--- src/rtl/scoreboard_registers.sv ---
// scoreboard_registers: integer register file with per-register busy scoreboard.
//   clock, reset_n      : rising-edge clock, asynchronous active-low reset
//   rs_addr/rs_data     : READ_PORTS combinational read ports (packed per port)
//   rs_busy, stall      : scoreboard bit per read port (after bypass), OR of them
//   rd/data/should_write: writeback port, clears the busy bit of rd
//   reserve_rd/reserve  : marks a destination pending for a long-latency producer
//   busy_count          : population count of the busy bits
// Register 0 always reads zero and is never busy.
module scoreboard_registers #(
  parameter int unsigned XLEN       = 32,
  parameter int unsigned REG_COUNT  = 32,
  parameter int unsigned READ_PORTS = 2,
  parameter int unsigned BYPASS     = 1,
  localparam int unsigned ADDR_W    = $clog2(REG_COUNT),
  localparam int unsigned CNT_W     = $clog2(REG_COUNT + 1)
) (
  input  logic                         clock,
  input  logic                         reset_n,
  input  logic [READ_PORTS*ADDR_W-1:0] rs_addr,
  output logic [READ_PORTS*XLEN-1:0]   rs_data,
  output logic [READ_PORTS-1:0]        rs_busy,
  input  logic [ADDR_W-1:0]            rd,
  input  logic [XLEN-1:0]              data,
  input  logic                         should_write,
  input  logic [ADDR_W-1:0]            reserve_rd,
  input  logic                         reserve,
  output logic                         stall,
  output logic [CNT_W-1:0]             busy_count
);

  logic [XLEN-1:0]      regs_q [REG_COUNT];
  logic [REG_COUNT-1:0] busy_q, busy_d;
  logic [CNT_W-1:0]     count_q, count_d;
  logic                 wr_en, rsv_en, cnt_inc, cnt_dec;

  assign wr_en  = should_write && (rd != '0);
  assign rsv_en = reserve && (reserve_rd != '0);

  // Scoreboard next state: a reserve on the same register as the write wins.
  always_comb begin
    busy_d  = busy_q;
    cnt_inc = 1'b0;
    cnt_dec = 1'b0;
    if (wr_en) begin
      busy_d[rd] = 1'b0;
    end
    if (rsv_en) begin
      busy_d[reserve_rd] = 1'b1;
    end
    // Count only real transitions so it tracks the busy population exactly.
    cnt_inc = rsv_en && !busy_q[reserve_rd];
    cnt_dec = wr_en && busy_q[rd] && !(rsv_en && (reserve_rd == rd));
    count_d = count_q + CNT_W'(cnt_inc) - CNT_W'(cnt_dec);
  end

  // Scoreboard and count state.
  always_ff @(posedge clock or negedge reset_n) begin
    if (!reset_n) begin
      busy_q  <= '0;
      count_q <= '0;
    end else begin
      busy_q  <= busy_d;
      count_q <= count_d;
    end
  end

  // Register storage; entry 0 is never written.
  always_ff @(posedge clock or negedge reset_n) begin
    if (!reset_n) begin
      for (int r = 0; r < int'(REG_COUNT); r++) begin
        regs_q[r] <= '0;
      end
    end else if (wr_en) begin
      regs_q[rd] <= data;
    end
  end

  // Read ports with optional same-cycle writeback forwarding.
  always_comb begin
    logic [ADDR_W-1:0] a;
    rs_data = '0;
    rs_busy = '0;
    a       = '0;
    for (int i = 0; i < int'(READ_PORTS); i++) begin
      a = rs_addr[i*ADDR_W +: ADDR_W];
      if (a == '0) begin
        rs_data[i*XLEN +: XLEN] = '0;
        rs_busy[i]              = 1'b0;
      end else if ((BYPASS != 0) && wr_en && (a == rd)) begin
        rs_data[i*XLEN +: XLEN] = data;
        rs_busy[i]              = 1'b0;
      end else begin
        rs_data[i*XLEN +: XLEN] = regs_q[a];
        rs_busy[i]              = busy_q[a];
      end
    end
  end

  assign stall      = |rs_busy;
  assign busy_count = count_q;

endmodule
--- config.mk ---
export PLATFORM = sky130hd
export DESIGN_NAME = scoreboard_registers
export DESIGN_NICKNAME = d
export VERILOG_FILES = /design/src/rtl/scoreboard_registers.sv
export SDC_FILE = /design/constraint.sdc
export NUM_CORES = 2
export LEC_CHECK = 0
export BUFFER_PORTS_ARGS = -buffer_cell sky130_fd_sc_hd__buf_2
export CORE_ASPECT_RATIO = 2
export CORE_MARGIN = 4
export CORE_UTILIZATION = 35
export DETAILED_ROUTE_END_ITERATION = 10
export HOLD_SLACK_MARGIN = 0.05
export MAX_ROUTING_LAYER = met4
export PLACE_DENSITY_LB_ADDON = 0.05
export SETUP_SLACK_MARGIN = 0.4
export SKIP_CTS_REPAIR_TIMING = 1
export SYNTH_ARGS = -nofsm -noshare
export SYNTH_HDL_FRONTEND = slang
export SYNTH_SLANG_ARGS = --single-unit
--- constraint.sdc ---
create_clock -name clock -period 3.8 [get_ports clock]
set_clock_uncertainty 0.15 [all_clocks]
set_input_delay 1.14 -clock clock [delete_from_list [all_inputs] [get_ports clock]]
set_output_delay 1.14 -clock clock [all_outputs]
set_load 0.01 [all_outputs]
# Word-level counts from Yosys, hierarchy flattened
# Index checks and enable logic that the tools add are counted.
# totals
reg_bits	1062
in_bits	56
word_cells	104
# op_classes
addsub	2
n_lt_le_gt_ge	10
eq_ne	3
mux	31
bitwise_logic	6
reduce_logical	18
# op_table
op	n
bitwise mux 1024 bit	1
two-way mux 32 bit	11
binary-select mux 32 bit (select 5 bit)	2
demux 32 bit (select 5 bit)	1
bitwise AND 32 bit	1
NOT 32 bit	1
OR 32 bit	1
< comparator 5 x 6 -> 1 bit (second input constant)	4
binary-select mux 1 bit (select 5 bit)	4
greater-or-equal comparator 6 bit (second input constant)	3
NOT 5 -> 6 bit	3
== test 5 bit	3
logical AND 1 bit	11
demux 1 bit (select 5 bit)	2
greater-or-equal comparator 5 x 1 -> 1 bit (second input constant)	2
zero test 5 bit	2
two-way mux 1 bit	10
nonzero test 5 bit	2
adder 6 x 1 -> 6 bit	1
< comparator 6 x 1 -> 1 bit (second input constant)	1
subtractor 6 x 1 -> 6 bit	1
zero test 1 bit	2
OR reduction 2 bit	1

# Depth between registers and ports, before layout
# logic_depth
ltp_word	9
ltp_mapped	15

# Worst setup path after synthesis
# No wires, ideal clock.
# synth_timing
path_type	input -> register
start	input reserve_rd[0]
end	register count_q[4] (netlist: busy_count[4])
setup_ns	0.080
t_arrival_ns	3.920
required_time_ns	3.570
slack_ns	-0.350
path_stages	13
path_buffers	1
path_cell_list	buf_2 -> mux4_2 -> mux4_2 -> a22oi_1 -> nand3_1 -> ha_1 -> inv_1 -> ha_1 -> fa_1 -> a21oi_1 -> nor2_1 -> nor2_1 -> xnor2_1
# synth_via
elab_chain_len	6
# synth_rtl
element	line_no	source
start: declaration	25	input logic [ADDR_W-1:0] reserve_rd,
binary-select mux 1 bit (select 5 bit) or nonzero test 5 bit (tied branches)	51, 37	
two-way mux 1 bit (implied by the code) or logical AND 1 bit (tied branches)	51, 37	
zero test 1 bit or logical AND 1 bit (tied branches)	51, 52	
logical AND 1 bit or zero test 1 bit (tied branches)	51, 52	
adder 6 x 1 -> 6 bit or logical AND 1 bit (tied branches)	53, 52	
subtractor 6 x 1 -> 6 bit *	53	count_d = count_q + CNT_W'(cnt_inc) - CNT_W'(cnt_dec);
net count_d[4]	33	logic [CNT_W-1:0] count_q, count_d;
end signal: assignment	63	count_q <= count_d;
end: declaration	33	
# Mark *: on every way through the listed nets, which the timed path passes. The rest lies on a longest branch. The select of a mux whose other input is x is not followed.
# A chain may end at the register's enable or synchronous reset.

# Worst setup path after layout
# layout_timing
start	input rs_addr[5]
end	output rs_data[41]
# layout_via
elab_chain_len	6
# layout_rtl
element	line_no	source
start: declaration	19	input logic [READ_PORTS*ADDR_W-1:0] rs_addr,
NOT 5 -> 6 bit (implied by the code)	93	rs_data[i*XLEN +: XLEN] = regs_q[a];
binary-select mux 32 bit (select 5 bit)	93	
two-way mux 32 bit (implied by the code) (2 in series)	93	
two-way mux 32 bit	89	end else if ((BYPASS != 0) && wr_en && (a == rd)) begin
two-way mux 32 bit *	86	if (a == '0) begin
end: declaration	20	output logic [READ_PORTS*XLEN-1:0] rs_data,
# Every way passes the cells marked *; elsewhere a longest branch is shown, timed or not. The select of a mux whose other input is x is not followed.

==> results by group <==
Clocking
  – H-tree level count: 3
  – Clk root buf: clkbuf_16
  – Clk Latency, worst-skew pair: 0.72 ns
  – Clk slew on worst S/H paths: 0.07 ns
  – CTS Buf Count: 109
  – CTS tree: done
  – Clk buf depth: 3
  – Clock sink count: 1062

STA
  – Setup violations, final: 68
  – Peak Freq: 222 MHz
  – Setup WS post-layout: -0.712 ns
  – Max Slew Vio Count: 0
  – RSZ-0062 raised after global routing: yes
  – Final worst-path cycle share: 1.19
  – Minimum clock period after layout: 4.51 ns
  – Worst slew pin tran: 0.759 ns
  – Hold Vio Cnt, Final: 0
  – Slew headroom: 0.492

Synth
  – Sequential area share after synthesis: 0.456
  – Syn avg cell area: 14.3 µm²
  – Area contributors post-synth: dfrtp_1, mux2_2, mux4_2
  – Synthesis-stage register bit count: 1062
  – Synth top area share: 0.456
  – Mapped cell area: 58300 µm²
  – Post-Synthesis Cells: 4080
  – Library cells used by synthesis: 62
  – Asr flop ratio synth: 1.00
  – Post-synth EDFFs: 0
  – Primary FF master, synth: dfrtp_1
  – Top-count cell post-synth: dfrtp_1
  – Syn_nets: 4143
  – Area leader, netlist: dfrtp_1
  – Post-synth top cells: dfrtp_1, mux2_2, mux4_2
  – Syn. warnings: 0

Critical path
  – Worst r2r src: busy_q[31]
  – Most frequent CP cell: buf_12
  – CP Class: primary input to output port
  – Critical Path AT: 3.22 ns
  – CP startpoint: rs_addr[5]
  – Req. time, crit path: 2.51 ns
  – Crit Path Max Fanout: 8
  – Critical Path Source Type: primary input
  – Worst path slowest cell: o31ai_4
  – Reg-to-reg setup timing slack: 0.38 ns
  – Cell chain of the critical path: buf_16, buf_12, buf_8, xnor2_4, nand4_4, o31ai_4, buf_12, buf_12, buf_12, a211oi_1, a211o_1, buf_2
  – Register-to-Register Path Depth: 13
  – Largest stage delay on the critical path: 0.32 ns
  – CP Capture Type: output port
  – Reg-to-reg endpoint: busy_count[5]

Route
  – Vias: 40800
  – Drt wl/cell: 35.7 µm
  – Vias per inst: 5.99
  – Post-route DRC: 0
  – First-pass iteration count of the detailed router: 5
  – Routed Antenna Nets: 0
  – Routed Wire Length: 243000 µm
  – First DRT Iteration DRCs: 2471

GRT
  – GRT Total Usage: 0.281
  – First-pass GRT wire length: 336000 µm
  – GRT busiest layer: met2
  – Initial antenna violation count: 5
  – Largest net degree at the start of global routing: 91
  – Global Route met3 Usage: 0.0306
  – Met2 global-route usage: 0.495
  – Met1 usage: 0.334
  – Grt total ovfl: 0
  – Vias in the first global route: 43300

Floorplanning
  – Die ar.: 173000 µm²
  – Die Width: 297 µm
  – Initial Util: 0.353
  – Die Ht: 585 µm
  – FP Rows: 211
  – Core Footprint: 165000 µm²
  – IO Count: 129

Power and ir drop
  – PD cells: 483 nW/µm²
  – Final Power: 0.0353 W
  – Leak: 32.2 nW
  – Peak VDD IR: 0.407 mV

Final layout
  – Finished Cell Area: 73000 µm²
  – Seq. cell area: 26600 µm²
  – Share of cells above drive strength 1: 0.572
  – Nets: 4648
  – Area delta synth->final: 25.3%
  – Fillcell total: 15000
  – Multi-input logic area: 30700 µm²

Hold path
  – Min-Delay Path Class: primary input to async pin

Placement
  – I/O Buffers: 128
  – DP HPWL: 161000 µm
  – Cell Area, Placed: 66400 µm²
  – Final Wtd Congestion: 0.857

Run
  – Max Cap Viol: 0

Outcome
  – Failing checks: setup timing
  – Status: finished with violations
==> worst max-delay path: cells and delay by family <==
kind            cells  cell delay (ns)
buf+inv             7             1.03
compound gates      3             0.70
simple gates        1             0.16
xor+xnor            1             0.14
==> placed cells by master, fill, tap and decap left out, types with 28 or more instances in the layout <==
cell	synthesis	routed
dfrtp_1	1062	1062
mux2_2	978	977
buf_4	43	486
mux4_2	420	420
mux2i_1	321	309
buf_12	1	164
clkbuf_16	0	131
buf_2	146	99
buf_6	22	63
a221oi_1	79	59
a221o_1	57	55
a211oi_2	0	53
o22ai_1	54	52
o21ai_0	49	41
a211o_1	45	40
a211oi_1	93	39
nor2b_1	52	38
nand2_1	50	36
a21oi_1	62	31
clkbuf_8	0	31
clkbuf_1	235	30
a22oi_1	38	28
==> power by group <==
group	total [W]	leakage (nW)	switching [W]	internal (W)
Combinational	0.00872	16.9	0.00371	0.00502
Clock	0.0113	1.80	0.00496	0.00635
Sequential	0.0152	13.6	0.00175	0.0135
Total	0.0353	32.2	0.0104	0.0249
==> per-stage QoR <==
step | instances | worst slack, ns | setup TNS, ns | hold slack [ns] | util
floorplan | 4080 | -0.154 | -6.55 | 0.291 | -
global placement | 6488 | -1.00 | -53.61 | 0.226 | 0.402
finish | 6807 | -0.712 | -39.83 | 0.165 | 0.442
CTS | 6687 | -1.05 | -50.15 | 0.141 | 0.424
global route | 6806 | -0.732 | -43.12 | 0.170 | 0.442
detailed placement | 6488 | -1.03 | -53.18 | 0.233 | 0.402
==> kinds of logic after synthesis <==
family | share of synthesized area
buffers and inverters | 0.0414
muxes | 0.406
adders and majority gates | 0.00163
AOI/OAI and AO/OA | 0.0707
xor gates and xnor gates | 0.00298
DFF | 0.456
and+or+nand+nor | 0.0209
==> worst max-delay path by stage <==
stage                              to  slack, ns
after global placement    rs_data[41]      -1.00
after global routing      rs_data[60]      -0.73
final                     rs_data[41]      -0.71
after detailed placement  rs_data[41]      -1.03
after floorplan           rs_data[25]      -0.15
after CTS                 rs_data[41]      -1.05
==> flip-flops by register name (all words and copies together) (netlist names) <==
register and flops:
busy_count 6, regs_q 1024, busy_q 32
==> per-layer routing <==
layer  up-vias  wire [µm]
li1      16800          -
met1     22400      96300
met2      1090     127000
met3       440       8710
met4         0      11100
met5         -          0
==> cell type report <==
cell class,count,area share
Antenna cell,4,0.000137
Clock buffer,173,0.0458
Clock inverter,26,0.00404
Inverter,26,0.00134
Multi-Input combinational cell,2522,0.421
Sequential cell,1062,0.364
Tap cell,2130,0.0365
Timing Repair Buffer,864,0.128
(Power assumes the default switching activity.)
